===== config.mk =====
export PLATFORM = sky130hd
export DESIGN_NAME = nubus_slot_master_flat
export DESIGN_NICKNAME = d
export VERILOG_FILES = /design/src/rtl/nubus_slot_master_if.sv /design/src/rtl/nubus_slot_master.sv /design/src/flat_wrapper.sv
export SDC_FILE = /design/constraint.sdc
export NUM_CORES = 1
export LEC_CHECK = 0
export ABC_AREA = 0
export BUFFER_PORTS_ARGS = -buffer_cell sky130_fd_sc_hd__buf_2
export CAP_MARGIN = 40
export CORE_AREA = 2 2 97 89
export CTS_CLUSTER_DIAMETER = 30
export CTS_CLUSTER_SIZE = 28
export DETAILED_ROUTE_END_ITERATION = 10
export DIE_AREA = 0 0 99 91
export GPL_TIMING_DRIVEN = 1
export PLACE_DENSITY = 0.74
export SETUP_SLACK_MARGIN = 0.3
export SLEW_MARGIN = 20
export SYNTH_ARGS = -nofsm -noshare
export SYNTH_HDL_FRONTEND = slang
export SYNTH_SLANG_ARGS = --single-unit

===== constraint.sdc =====
create_clock -name clk -period 1.78 [get_ports clk]
set_clock_uncertainty 0.15 [all_clocks]
set_input_delay 0.089 -clock clk [delete_from_list [all_inputs] [get_ports clk]]
set_output_delay 0.089 -clock clk [all_outputs]
set_load 0.01 [all_outputs]

===== src/rtl/nubus_slot_master_if.sv =====
// Signal bundle between the 68000-side decoder, the slot initiator and the slot card.
// The master modport is the initiator's view; the slave modport is the CPU/card side.
interface nubus_slot_master_if;
    logic [31:0] cpu_addr;
    logic [15:0] cpu_dout;
    logic        cpu_as_n;
    logic        cpu_uds_n;
    logic        cpu_lds_n;
    logic        cpu_rw;
    logic        slot_hit;
    logic [15:0] cpu_din;
    logic        cpu_dtack_n;
    logic        cpu_berr_n;

    logic [31:0] addr;
    logic [15:0] data_out;
    logic [1:0]  uds_lds;
    logic        rw_n;
    logic        select;
    logic        ack_n;
    logic [15:0] data_in;
    logic        nmrq_n;
    logic        slot_irq;
    logic        busy;

    modport master (
        input  cpu_addr, cpu_dout, cpu_as_n, cpu_uds_n, cpu_lds_n, cpu_rw, slot_hit,
        output cpu_din, cpu_dtack_n, cpu_berr_n,
        output addr, data_out, uds_lds, rw_n, select,
        input  ack_n, data_in, nmrq_n,
        output slot_irq, busy
    );

    modport slave (
        output cpu_addr, cpu_dout, cpu_as_n, cpu_uds_n, cpu_lds_n, cpu_rw, slot_hit,
        input  cpu_din, cpu_dtack_n, cpu_berr_n,
        input  addr, data_out, uds_lds, rw_n, select,
        output ack_n, data_in, nmrq_n,
        input  slot_irq, busy
    );
endinterface


===== src/rtl/nubus_slot_master.sv =====
// NuBus slot initiator: turns one 68000 slot-space cycle into a select/ack transaction
// and returns data, DTACK or bus error to the CPU. Also registers the card interrupt.
module nubus_slot_master #(
    parameter int TIMEOUT_CYCLES = 255
) (
    input  logic                 clk,
    input  logic                 reset,
    nubus_slot_master_if.master  bus
);

    typedef enum logic [2:0] {
        IDLE,
        WAIT_ACK,
        DONE,
        ERROR,
        RECOVER
    } state_t;

    localparam logic [9:0] CNT_LAST = 10'(TIMEOUT_CYCLES - 1);
    localparam logic [9:0] CNT_MAX  = 10'h3FF;

    state_t      state, state_nx;
    logic [9:0]  cnt, cnt_nx;
    logic        select_r, select_nx;
    logic        dtack_n_r, dtack_n_nx;
    logic        berr_n_r, berr_n_nx;
    logic [15:0] din_r, din_nx;
    logic [31:0] addr_r, addr_nx;
    logic [15:0] dout_r, dout_nx;
    logic [1:0]  ul_r, ul_nx;
    logic        rw_n_r, rw_n_nx;
    logic        busy_r, busy_nx;
    logic        irq_r;

    always_comb begin
        state_nx   = state;
        cnt_nx     = cnt;
        select_nx  = select_r;
        dtack_n_nx = dtack_n_r;
        berr_n_nx  = berr_n_r;
        din_nx     = din_r;
        addr_nx    = addr_r;
        dout_nx    = dout_r;
        ul_nx      = ul_r;
        rw_n_nx    = rw_n_r;

        case (state)
            IDLE: begin
                select_nx = 1'b0;
                // A stale acknowledge from the previous card cycle blocks the start.
                if (!bus.cpu_as_n && bus.slot_hit && bus.ack_n) begin
                    addr_nx   = bus.cpu_addr;
                    dout_nx   = bus.cpu_dout;
                    rw_n_nx   = bus.cpu_rw;
                    ul_nx     = {~bus.cpu_uds_n, ~bus.cpu_lds_n};
                    select_nx = 1'b1;
                    cnt_nx    = 10'd0;
                    state_nx  = WAIT_ACK;
                end
            end

            WAIT_ACK: begin
                if (bus.cpu_as_n) begin
                    select_nx = 1'b0;
                    state_nx  = RECOVER;
                end else if (!bus.ack_n) begin
                    if (rw_n_r) begin
                        din_nx = bus.data_in;
                    end
                    select_nx  = 1'b0;
                    dtack_n_nx = 1'b0;
                    state_nx   = DONE;
                end else if (cnt == CNT_LAST) begin
                    select_nx = 1'b0;
                    berr_n_nx = 1'b0;
                    state_nx  = ERROR;
                end else if (cnt != CNT_MAX) begin
                    cnt_nx = cnt + 10'd1;
                end
            end

            DONE, ERROR: begin
                select_nx = 1'b0;
                if (bus.cpu_as_n) begin
                    dtack_n_nx = 1'b1;
                    berr_n_nx  = 1'b1;
                    state_nx   = RECOVER;
                end
            end

            RECOVER: begin
                select_nx = 1'b0;
                if (bus.ack_n) begin
                    state_nx = IDLE;
                end
            end

            default: begin
                select_nx = 1'b0;
                state_nx  = IDLE;
            end
        endcase

        busy_nx = (state_nx != IDLE);
    end

    always_ff @(posedge clk) begin
        if (reset) begin
            state     <= IDLE;
            cnt       <= 10'd0;
            select_r  <= 1'b0;
            dtack_n_r <= 1'b1;
            berr_n_r  <= 1'b1;
            din_r     <= 16'd0;
            addr_r    <= 32'd0;
            dout_r    <= 16'd0;
            ul_r      <= 2'b00;
            rw_n_r    <= 1'b1;
            busy_r    <= 1'b0;
            irq_r     <= 1'b0;
        end else begin
            state     <= state_nx;
            cnt       <= cnt_nx;
            select_r  <= select_nx;
            dtack_n_r <= dtack_n_nx;
            berr_n_r  <= berr_n_nx;
            din_r     <= din_nx;
            addr_r    <= addr_nx;
            dout_r    <= dout_nx;
            ul_r      <= ul_nx;
            rw_n_r    <= rw_n_nx;
            busy_r    <= busy_nx;
            irq_r     <= ~bus.nmrq_n;
        end
    end

    assign bus.cpu_din     = din_r;
    assign bus.cpu_dtack_n = dtack_n_r;
    assign bus.cpu_berr_n  = berr_n_r;
    assign bus.addr        = addr_r;
    assign bus.data_out    = dout_r;
    assign bus.uds_lds     = ul_r;
    assign bus.rw_n        = rw_n_r;
    assign bus.select      = select_r;
    assign bus.slot_irq    = irq_r;
    assign bus.busy        = busy_r;

endmodule

===== src/flat_wrapper.sv =====
// flat-port wrapper written by rule: the top's interface ports become plain ports
module nubus_slot_master_flat 
#(
    parameter int TIMEOUT_CYCLES = 255
)
  (clk, reset, bus_cpu_addr, bus_cpu_dout, bus_cpu_as_n, bus_cpu_uds_n, bus_cpu_lds_n, bus_cpu_rw, bus_slot_hit, bus_cpu_din, bus_cpu_dtack_n, bus_cpu_berr_n, bus_addr, bus_data_out, bus_uds_lds, bus_rw_n, bus_select, bus_ack_n, bus_data_in, bus_nmrq_n, bus_slot_irq, bus_busy);
  nubus_slot_master_if bus_i ();
  input  logic clk;
  input  logic reset;
  input wire logic [$bits(bus_i.cpu_addr)-1:0] bus_cpu_addr;
  input wire logic [$bits(bus_i.cpu_dout)-1:0] bus_cpu_dout;
  input wire logic [$bits(bus_i.cpu_as_n)-1:0] bus_cpu_as_n;
  input wire logic [$bits(bus_i.cpu_uds_n)-1:0] bus_cpu_uds_n;
  input wire logic [$bits(bus_i.cpu_lds_n)-1:0] bus_cpu_lds_n;
  input wire logic [$bits(bus_i.cpu_rw)-1:0] bus_cpu_rw;
  input wire logic [$bits(bus_i.slot_hit)-1:0] bus_slot_hit;
  output wire logic [$bits(bus_i.cpu_din)-1:0] bus_cpu_din;
  output wire logic [$bits(bus_i.cpu_dtack_n)-1:0] bus_cpu_dtack_n;
  output wire logic [$bits(bus_i.cpu_berr_n)-1:0] bus_cpu_berr_n;
  output wire logic [$bits(bus_i.addr)-1:0] bus_addr;
  output wire logic [$bits(bus_i.data_out)-1:0] bus_data_out;
  output wire logic [$bits(bus_i.uds_lds)-1:0] bus_uds_lds;
  output wire logic [$bits(bus_i.rw_n)-1:0] bus_rw_n;
  output wire logic [$bits(bus_i.select)-1:0] bus_select;
  input wire logic [$bits(bus_i.ack_n)-1:0] bus_ack_n;
  input wire logic [$bits(bus_i.data_in)-1:0] bus_data_in;
  input wire logic [$bits(bus_i.nmrq_n)-1:0] bus_nmrq_n;
  output wire logic [$bits(bus_i.slot_irq)-1:0] bus_slot_irq;
  output wire logic [$bits(bus_i.busy)-1:0] bus_busy;
  assign bus_i.cpu_addr = bus_cpu_addr;
  assign bus_i.cpu_dout = bus_cpu_dout;
  assign bus_i.cpu_as_n = bus_cpu_as_n;
  assign bus_i.cpu_uds_n = bus_cpu_uds_n;
  assign bus_i.cpu_lds_n = bus_cpu_lds_n;
  assign bus_i.cpu_rw = bus_cpu_rw;
  assign bus_i.slot_hit = bus_slot_hit;
  assign bus_cpu_din = bus_i.cpu_din;
  assign bus_cpu_dtack_n = bus_i.cpu_dtack_n;
  assign bus_cpu_berr_n = bus_i.cpu_berr_n;
  assign bus_addr = bus_i.addr;
  assign bus_data_out = bus_i.data_out;
  assign bus_uds_lds = bus_i.uds_lds;
  assign bus_rw_n = bus_i.rw_n;
  assign bus_select = bus_i.select;
  assign bus_i.ack_n = bus_ack_n;
  assign bus_i.data_in = bus_data_in;
  assign bus_i.nmrq_n = bus_nmrq_n;
  assign bus_slot_irq = bus_i.slot_irq;
  assign bus_busy = bus_i.busy;
  nubus_slot_master #(.TIMEOUT_CYCLES(TIMEOUT_CYCLES)) u_core (.clk(clk), .reset(reset), .bus(bus_i));
endmodule

# ---- Yosys cells after proc, flatten, opt, wreduce, memory -nomap -nowiden
# Index checks and enable logic that the tools add are counted.
dict set report word_totals {
  regBits 85
  input_bits 73
  out_inout_bits 72
  elab_cells 71
}
dict set report classes {
  eq_ne 15
  bitwise 5
  muxes 25
  n_reduce_logical 13
  addsub 1
}
# op n
set op_table {}
lappend op_table {{two-way mux 10 bit} 5}
lappend op_table {{case mux 10 bit (2 select lines)} 1}
lappend op_table {{two-way mux 3 bit} 6}
lappend op_table {{case mux 3 bit (4 select lines)} 1}
lappend op_table {{adder 10 x 1 -> 10 bit (second input constant)} 1}
lappend op_table {{== test 10 x 8 -> 1 bit (second input constant)} 1}
lappend op_table {{!= test 10 bit (second input constant)} 1}
lappend op_table {{!= test 2 bit (second input constant)} 5}
lappend op_table {{two-way mux 1 bit} 9}
lappend op_table {{AND reduction 4 bit} 2}
lappend op_table {{== test 3 x 2 -> 1 bit (second input constant)} 2}
lappend op_table {{!= test 2 x 1 -> 1 bit (second input constant)} 3}
lappend op_table {{case mux 1 bit (2 select lines)} 3}
lappend op_table {{AND reduction 6 bit} 1}
lappend op_table {{inverter 1 bit} 5}
lappend op_table {{AND reduction 5 bit} 1}
lappend op_table {{!= test 4 x 3 -> 1 bit (second input constant)} 1}
lappend op_table {{nonzero test 2 bit} 2}
lappend op_table {{== test 3 x 1 -> 1 bit (second input constant)} 1}
lappend op_table {{== test 3 bit (second input constant)} 1}
lappend op_table {{logical NOT 3 bit} 1}
lappend op_table {{nonzero test 3 bit} 1}
lappend op_table {{logical AND 1 bit} 2}
lappend op_table {{AND reduction 2 bit} 1}
lappend op_table {{other kinds (2)} 2}

# ---- Logic depth before layout (Yosys ltp)
# Gate-level depths: netlist of the first run.
dict set report logic_depth {
  word_depth 6
  depth_mapped 7
  mapped_depth_nobuf 6
}

# ---- Least setup slack after synthesis of the first run
# Ideal clock, no wire load.
dict set report synth_path {
  path_kind {register -> register}
  start {register u_core.cnt[1]}
  end {register u_core.cnt[1]}
  path_buffers 1
  path_slack_ps -138
  t_required_ps 1560
  path_stages_with_launch 7
  setup_ps 70
  period_less_slack_ps 1918
  arrival_ps 1698
  path_cell_list {dfxtp_1 -> ha_1 -> or3b_1 -> a211oi_1 -> clkbuf_1 -> o211ai_1 -> a21oi_1}
}
dict set report synth_between {
  elab_chain_len 6
  elab_cells_between_ends 11
  cone_classes {add/sub (1); eq/ne (4); mux (5); reduce/logical (1)}
}
# item line
set synth_lines {}
lappend synth_lines {{from (decl)} nubus_slot_master.sv:23} ;# logic [9:0] cnt, cnt_nx;
lappend synth_lines {{from (signal assigned)} nubus_slot_master.sv:123} ;# cnt <= cnt_nx;
lappend synth_lines {{adder 10 x 1 -> 10 bit} nubus_slot_master.sv:78} ;# cnt_nx = cnt + 10'd1;
lappend synth_lines {{two-way mux 10 bit} nubus_slot_master.sv:77} ;# end else if (cnt != CNT_MAX) begin
lappend synth_lines {{two-way mux 10 bit} nubus_slot_master.sv:73} ;# end else if (cnt == CNT_LAST) begin
lappend synth_lines {{two-way mux 10 bit} nubus_slot_master.sv:66} ;# end else if (!bus.ack_n) begin
lappend synth_lines {{two-way mux 10 bit} nubus_slot_master.sv:63} ;# if (bus.cpu_as_n) begin
lappend synth_lines {{case mux 10 bit (2 select lines)} nubus_slot_master.sv:47} ;# case (state)
# Parallel ways exist; a longest one is shown, timed or not. The select of a mux whose other input is x is not followed.
# A chain may end at the register's enable or synchronous reset.

# ---- Worst setup path in the final report of the first run
dict set report layout_path {
  start {register u_core.cnt[0]}
  end {register u_core.cnt[6]}
}
# Same word-level chain as after synthesis.

==> flow_summary.toml, run 1 <==
[status]
status = "complete, but fails checks"
violations = "negative setup slack"

[worst_setup_path]
crit_arrival_ns = 2.30
slowest_delay_ns = 0.41
worstPathCellList = "inv_2 > ha_4 > or3b_4 > a211oi_4 > buf_2 > o21ai_0 > a21oi_1"
crit_end = "u_core.cnt[6]$_SDFFE_PP0P_"
r2r-start = "u_core.cnt[0]$_SDFFE_PP0P_"
worst-path-buf-inv = 2
r2r_end = "u_core.cnt[6]$_SDFFE_PP0P_"
required_ns = 1.90
worstSetupEndpointType = "register"
worstSetupPathType = "reg -> reg"
slowest_stage = "or3b_4"
critPathLaunch = "u_core.cnt[0]$_SDFFE_PP0P_"
cp-start-kind = "register"
crit_cells = 7
worstPathMaxFanout = 4
rrSetupSlack_ns = -0.40
cp_top_family = "compound AO/OA/AOI/OAI gates"
r2r_cells = 7

[pwr]
switching_share_pct = 30.8
p_int_mw = 2.90
power_frac_comb_pct = 20.0
leakagePower_nw = 3.03
power_density_mw_per_mm2 = 605
switchingPower_mw = 1.29
clockPowerShare_pct = 32.2
ir_drop_mv = 0.560
p_seq_share_pct = 47.7
p_total_mw = 4.19

[timing]
period_needed_ns = 2.18
finalSetupViolCount = 58
rsz0062_at_grt = "true"
finalCritPeriodShare_pct = 123
holdWs_ns = 0.0289
tightest_slew_ns = 0.731
setup_tns_ns = -4.69
setup_ws_ns = -0.401
fmax_mhz = 458
maxSlewViolCount = 0
slew-limit-headroom_pct = 51.3
hold_viol = 0

[synth]
yosysSeqAreaShare_pct = 52.0
async_flop_share_pct = 0
ys_ff_latch = 85
syn_area_per_cell_um2 = 7.92
synth_ff_type = "dfxtp_1"
syn_nets = 488
yosysWarnings = 0
netlist_area_mm2 = 0.00327
synth_edf_count = 0
synth_cell_types = 38
syn_inst = 413

[route]
final_antenna_net_count = 0
via_count = 4700
drt_iter0_markers = 348
wl_per_cell_um = 24.7
vias_per_cell = 5.99
wl_mm = 19.4
firstDrtPassIters = 5
route.detailed.drc = 0

[cells_and_area]
fin_nets = 755
areaGrowthSynthToFinish_pct = 112
final_cells = 785
post_route_cells_drive_above_1_share_pct = 60.7

[die]
core-area_mm2 = 0.00795
start_util_pct = 41.1
dieHeight_um = 91
ios = 145
die_area_mm2 = 0.00901
die_w_um = 99
rows = 31

[place]
hpwl_mm = 6.28
placed_cells = 652
routabilityCongestion = 0.877
numPortBuffers = 144

[global_routing]
track_usage_pct = 30.4
grt_pass1_wl_mm = 21.9
grt_max_degree = 42
grt_overflow_total = 0
grt_pass1_vias = 4419
antenna_found_initial = 1

[clocking]
clk_pin_slew_ns = 0.09
cts_buffers = 9
htree_num_levels = 3
clock-root-buffer = "clkbuf_8"
clockBufferDepth = 2
clk_latency_ns = 0.37
cts_tree = "done"
clock_sinks = 85

[job]
drv_cap = 0

[hold_path]
min_path_type = "in -> reg"
## cell usage in the layout (no fill, tap or decap), drive strengths merged, types with 4 or more instances in the layout
| cell | count |
|---|---|
| nor4 | 4 |
| nand2 | 141 |
| o21ai | 8 |
| dfxtp | 85 |
| clkbuf | 10 |
| a31oi | 4 |
| nor2 | 10 |
| inv | 8 |
| nand3 | 9 |
| nand2b | 4 |
| a21oi | 75 |
| buf | 210 |
| dlygate4sd3 | 70 |
| or4 | 4 |
| or3 | 4 |
## per-stage QoR
stage / setup WS [ns] / area (µm²) / utilization [%]
2_1_floorplan: -0.0570 / 3290 / -
3_3_place_gp: -0.0540 / 4190 / 52.6
3_5_place_dp: -0.115 / 4190 / 52.6
4_1_cts: -0.126 / 6160 / 77.5
5_1_grt: -0.432 / 6930 / 87.1
6_report: -0.401 / 6930 / 87.1
## cells in the mapped netlist (2+ instances only)
cell type,number,area (µm²)
ha_1,2,25.0
or3b_1,2,17.5
dfxtp_1,85,1700
o21ai_0,8,40.0
nor4_1,4,25.0
a21oi_1,75,375
nor2_1,10,37.5
nor3_1,2,10.0
nand3_1,9,45.0
nand4_1,3,18.8
nor2b_1,2,12.5
o31ai_1,2,15.0
and4_1,2,17.5
or3_1,4,25.0
buf_6,2,22.5
a31oi_1,4,25.0
inv_1,5,18.8
or4_1,4,30.0
and3_1,2,12.5
mux2i_1,2,20.0
a211oi_1,3,22.5
buf_2,6,30.0
nand2_1,140,526
clkbuf_1,18,67.6
nand2b_1,4,25.0
## power by group through the flow
stage	Sequential (mW)	Clock [mW]	Combinational, mW
finish	2.00	1.35	0.840
global route	2.00	1.40	0.863
CTS	1.98	1.30	0.656
detailed placement	2.01	0	0.321
global placement	2.01	0	0.315
floorplan	2.04	0	0.133
## cells by family (layout without fill, tap and decap cells)
group                    Yosys count  after routing  share of synthesized area [%]
AO/OA/AOI/OAI                     95             95                           15.3
adder cells (fa/ha/maj)            2              2                          0.765
XOR/XNOR                           1              1                          0.268
AND/OR/NAND/NOR                  196            197                           26.5
other                              0              1                              0
multiplexers                       2              2                          0.612
buffers and inverters             32            303                           4.47
flip-flops                        85             85                           52.0
## worst min path at each step
stage | from | to | slack [ns] | cells after the start
global placement | bus_nmrq_n | u_core.bus.slot_irq$_SDFF_PP0_ | 0.1 | 2
CTS | bus_ack_n | u_core.bus.cpu_dtack_n$_SDFFE_PP1P_ | 0.007 | 5
detailed placement | bus_nmrq_n | u_core.bus.slot_irq$_SDFF_PP0_ | 0.11 | 2
global route | bus_ack_n | u_core.bus.cpu_dtack_n$_SDFFE_PP1P_ | 0.07 | 5
finish | bus_ack_n | u_core.bus.cpu_dtack_n$_SDFFE_PP1P_ | 0.03 | 5
floorplan | bus_nmrq_n | u_core.bus.slot_irq$_SDFF_PP0_ | 0.01 | 1
## tightest hold or removal path, stage by stage
cell	delay, ns
buf_2	0.16
inv_1	0.10
nand3_1	0.08
nand2_1	0.05
nand2_1	0.05
## state kept, by name, summed over array words and instances, names as in the netlist
name                    flops
u_core.bus.uds_lds          2
u_core.bus.addr            32
u_core.bus.busy             1
u_core.bus.select           1
u_core.bus.rw_n             1
u_core.bus.cpu_berr_n       1
u_core.state                3
u_core.bus.data_out        16
u_core.bus.cpu_din         16
u_core.bus.slot_irq         1
u_core.bus.cpu_dtack_n      1
u_core.cnt                 10
## final cells by class
class	count	area, µm²
antenna	1	2.50
clock buffer	9	124
clock inverter	7	56.3
fill	299	1030
inverter	5	18.8
multi-input combinational	297	2440
sequential	85	1710
tap	99	124
timing repair buffer	282	2440
## routing by layer
layer	vias to the layer above	share of wire, %	track usage (%)	wire [µm]
met2	441	48	55.2	9270
met3	151	10	7.54	2000
li1	1929	-	-	-
met1	2179	34	33.4	6660
met4	0	7.6	12.3	1480
met5	-	0	0	0
## timing repair
action                                 4_1_cts  5_1_grt
buffers inserted                            19        9
endpoints found under the hold margin       72        0
hold buffers                                71        0
cloned                                      16        1
setup endpoints to repair                   66       82
resized for setup                          149      164
pin swaps                                   69       87
(Power assumes the default switching activity.)
==> inputs of run 2 (changes only) <==
--- a/config.mk
+++ b/config.mk
@@ -5,14 +5,14 @@
 export SDC_FILE = /design/constraint.sdc
 export NUM_CORES = 1
 export LEC_CHECK = 0
-export ABC_AREA = 0
+export ABC_AREA = 1
 export BUFFER_PORTS_ARGS = -buffer_cell sky130_fd_sc_hd__buf_2
 export CAP_MARGIN = 40
-export CORE_AREA = 2 2 97 89
+export CORE_AREA = 2 2 97 90
 export CTS_CLUSTER_DIAMETER = 30
 export CTS_CLUSTER_SIZE = 28
 export DETAILED_ROUTE_END_ITERATION = 10
-export DIE_AREA = 0 0 99 91
+export DIE_AREA = 0 0 99 92
 export GPL_TIMING_DRIVEN = 1
 export PLACE_DENSITY = 0.74
 export SETUP_SLACK_MARGIN = 0.3
==> flow_summary.toml, run 2 <==
[worst_setup_path]
worstSetupEndpointType = "register"
required_ns = 1.91
worstPathMaxFanout = 5
cp-start-kind = "register"
worstPathCellList = "nand2_1 > nor2_1 > nand3_1 > nand2_1 > nand2_1 > nor2_1 > nand2_1 > a21oi_1"
slowest_stage = "dfxtp_1"
worstSetupPathType = "reg -> reg"
slowest_delay_ns = 0.49
crit_arrival_ns = 1.67
path_common_cell = "nand2_1"

[timing]
rsz0062_at_grt = "true"
maxSlewViolCount = 0
finalCritPeriodShare_pct = 86.7
slew-limit-headroom_pct = 80.9
holdWs_ns = 0.0940
period_needed_ns = 1.54
setup_tns_ns = 0
fmax_mhz = 648
hold_viol = 0
finalSetupViolCount = 0
tightest_slew_ns = 0.287

[clocking]
clock_sinks = 85
clock-root-buffer = "clkbuf_8"
cts_tree = "done"
cts_buffers = 9
clk_pin_slew_ns = 0.08
htree_num_levels = 3
clk_latency_ns = 0.34
clockBufferDepth = 2

[synth]
synth_edf_count = 0
syn_nets = 519
syn_area_per_cell_um2 = 7.46
ys_ff_latch = 85
synth_cell_types = 23
synth_top_area_share_pct = 51.4
async_flop_share_pct = 0
synth_top_area_cell = "dfxtp_1"
synth_ff_type = "dfxtp_1"
yosysWarnings = 0
netlist_area_mm2 = 0.00331
ys_top_cells_by_area = "dfxtp_1, nor2_1, o21ai_0"
synth.top_cells.by_count = "nor2_1, dfxtp_1, o21ai_0"
yosysSeqAreaShare_pct = 51.4
syn_inst = 444
yosysMostFrequentCell = "nor2_1"

[hold_path]
min_path_type = "in -> reg"

[global_routing]
track_usage_pct = 23.8
grt_pass1_wl_mm = 17.6
grt_overflow_total = 0
grt_max_degree = 45
grt_pass1_vias = 3895
antenna_found_initial = 0

[cells_and_area]
final_cells = 798
final_cell_area_mm2 = 0.00584
areaGrowthSynthToFinish_pct = 76.5
layout_commonest_cell = "buf_2"
fillers = 615
diodes = 0
utilization_pct = 71.2
post_route_cells_drive_above_1_share_pct = 39.7
fin_nets = 766
final_cell_mix = "buf_2, nor2_1, dfxtp_1, dlygate4sd3_1, nand2_1"
largest_reg_flops = 32

[route]
via_count = 3865
firstDrtPassIters = 4
vias_per_cell = 4.84
drt_iter0_markers = 103
wl_mm = 11.2
final_antenna_net_count = 0
wl_per_cell_um = 14.1
route.detailed.drc = 0

[die]
dieHeight_um = 92
die_w_um = 99
ios = 145
die_area_mm2 = 0.00911
start_util_pct = 40.3
rows = 32
core-area_mm2 = 0.00821

[job]
drv_cap = 0

[place]
hpwl_mm = 5.83
numPortBuffers = 144
placed_cells = 681
routabilityCongestion = 0.874
place_area_mm2 = 0.00420

[pwr]
ir_drop_mv = 0.479
leakagePower_nw = 2.59
power_density_mw_per_mm2 = 691

[status]
status = "finished clean"
-- run 2: cell count changes after synthesis, sizes merged, moves of 10 or more --
cell   delta
a21oi    -44
o21ai    +59
nor2    +114
nand2    -95
inv      +29
nand3    +10
-- run 2: final timing paths --
check | startpoint | endpoint | depth (start not counted) | slack, ns
setup / recovery | u_core.cnt[8]$_SDFFE_PP0P_ | u_core.cnt[9]$_SDFFE_PP0P_ | 8 | 0.24
hold / removal | bus_ack_n | u_core.state[1]$_SDFF_PP0_ | 4 | 0.09
setup reg to reg | u_core.cnt[8]$_SDFFE_PP0P_ | u_core.cnt[9]$_SDFFE_PP0P_ | 8 | 0.24
hold reg to reg | u_core.bus.cpu_din[10]$_SDFFE_PP0P_ | u_core.bus.cpu_din[10]$_SDFFE_PP0P_ | 2 | 0.29
-- run 2: repair_timing --
action / in CTS / in global routing
cloned: 4 / 1
hold buffers: 73 / 0
hold endpoints to repair: 83 / 0
gates resized for setup: 57 / 77
setup buffers: 15 / 8
setup endpoints to repair: 78 / 81
pin swaps: 20 / 20
-- run 2: layout make-up --
| type | instances | area (µm²) | share of cell area (%) |
|---|---|---|---|
| clock buffer | 11 | 141 | 2.42 |
| clock inverter | 5 | 60.1 | 1.03 |
| inverter | 34 | 143 | 2.44 |
| multi-input combinational | 302 | 1710 | 29.2 |
| sequential | 85 | 1720 | 29.4 |
| tap | 102 | 128 | 2.18 |
| timing repair buffer | 259 | 1950 | 33.4 |
-- run 2: through the flow --
stage | worst slack [ns] | power (mW)
after detailed placement | 0.0788 | 2.46
after global placement | 0.125 | 2.45
after floorplan | 0.308 | 2.26
after CTS | 0.279 | 4.02
after global routing | 0.136 | 4.22
final | 0.237 | 4.04
-- run 2: cell families (layout without fill, tap and decap cells) --
| logic type | count (synthesis) | in the layout | synth area share, % |
|---|---|---|---|
| AOI/OAI and AO/OA | 101 | 101 | 15.5 |
| xor gates and xnor gates | 5 | 5 | 1.32 |
| adders and majority gates | 2 | 2 | 0.756 |
| buffers and inverters | 58 | 309 | 7.10 |
| DFF | 85 | 85 | 51.4 |
| and+or+nand+nor | 193 | 194 | 24.0 |
-- run 2: critical path, delay by kind of cell, from the launching register on --
kind	cells	cell delay, ns
simple gates	7	0.71
flops	1	0.49
compound gates	1	0.13
-- run 2: report_power, final --
part / internal [mW] / total [mW] / switching, mW
clock: 0.690 / 1.38 / 0.686
sequential: 1.97 / 2.01 / 0.0395
combinational: 0.341 / 0.650 / 0.309
total: 3.00 / 4.04 / 1.03
-- run 2: metal layers --
metal / track usage (%) / up-vias / part of all wire (%)
li1: - / 1920 / -
met1: 25.8 / 1778 / 39
met2: 44.5 / 145 / 54
met3: 4.95 / 22 / 5.5
met4: 9.59 / 0 / 2.2
met5: 0 / - / 0
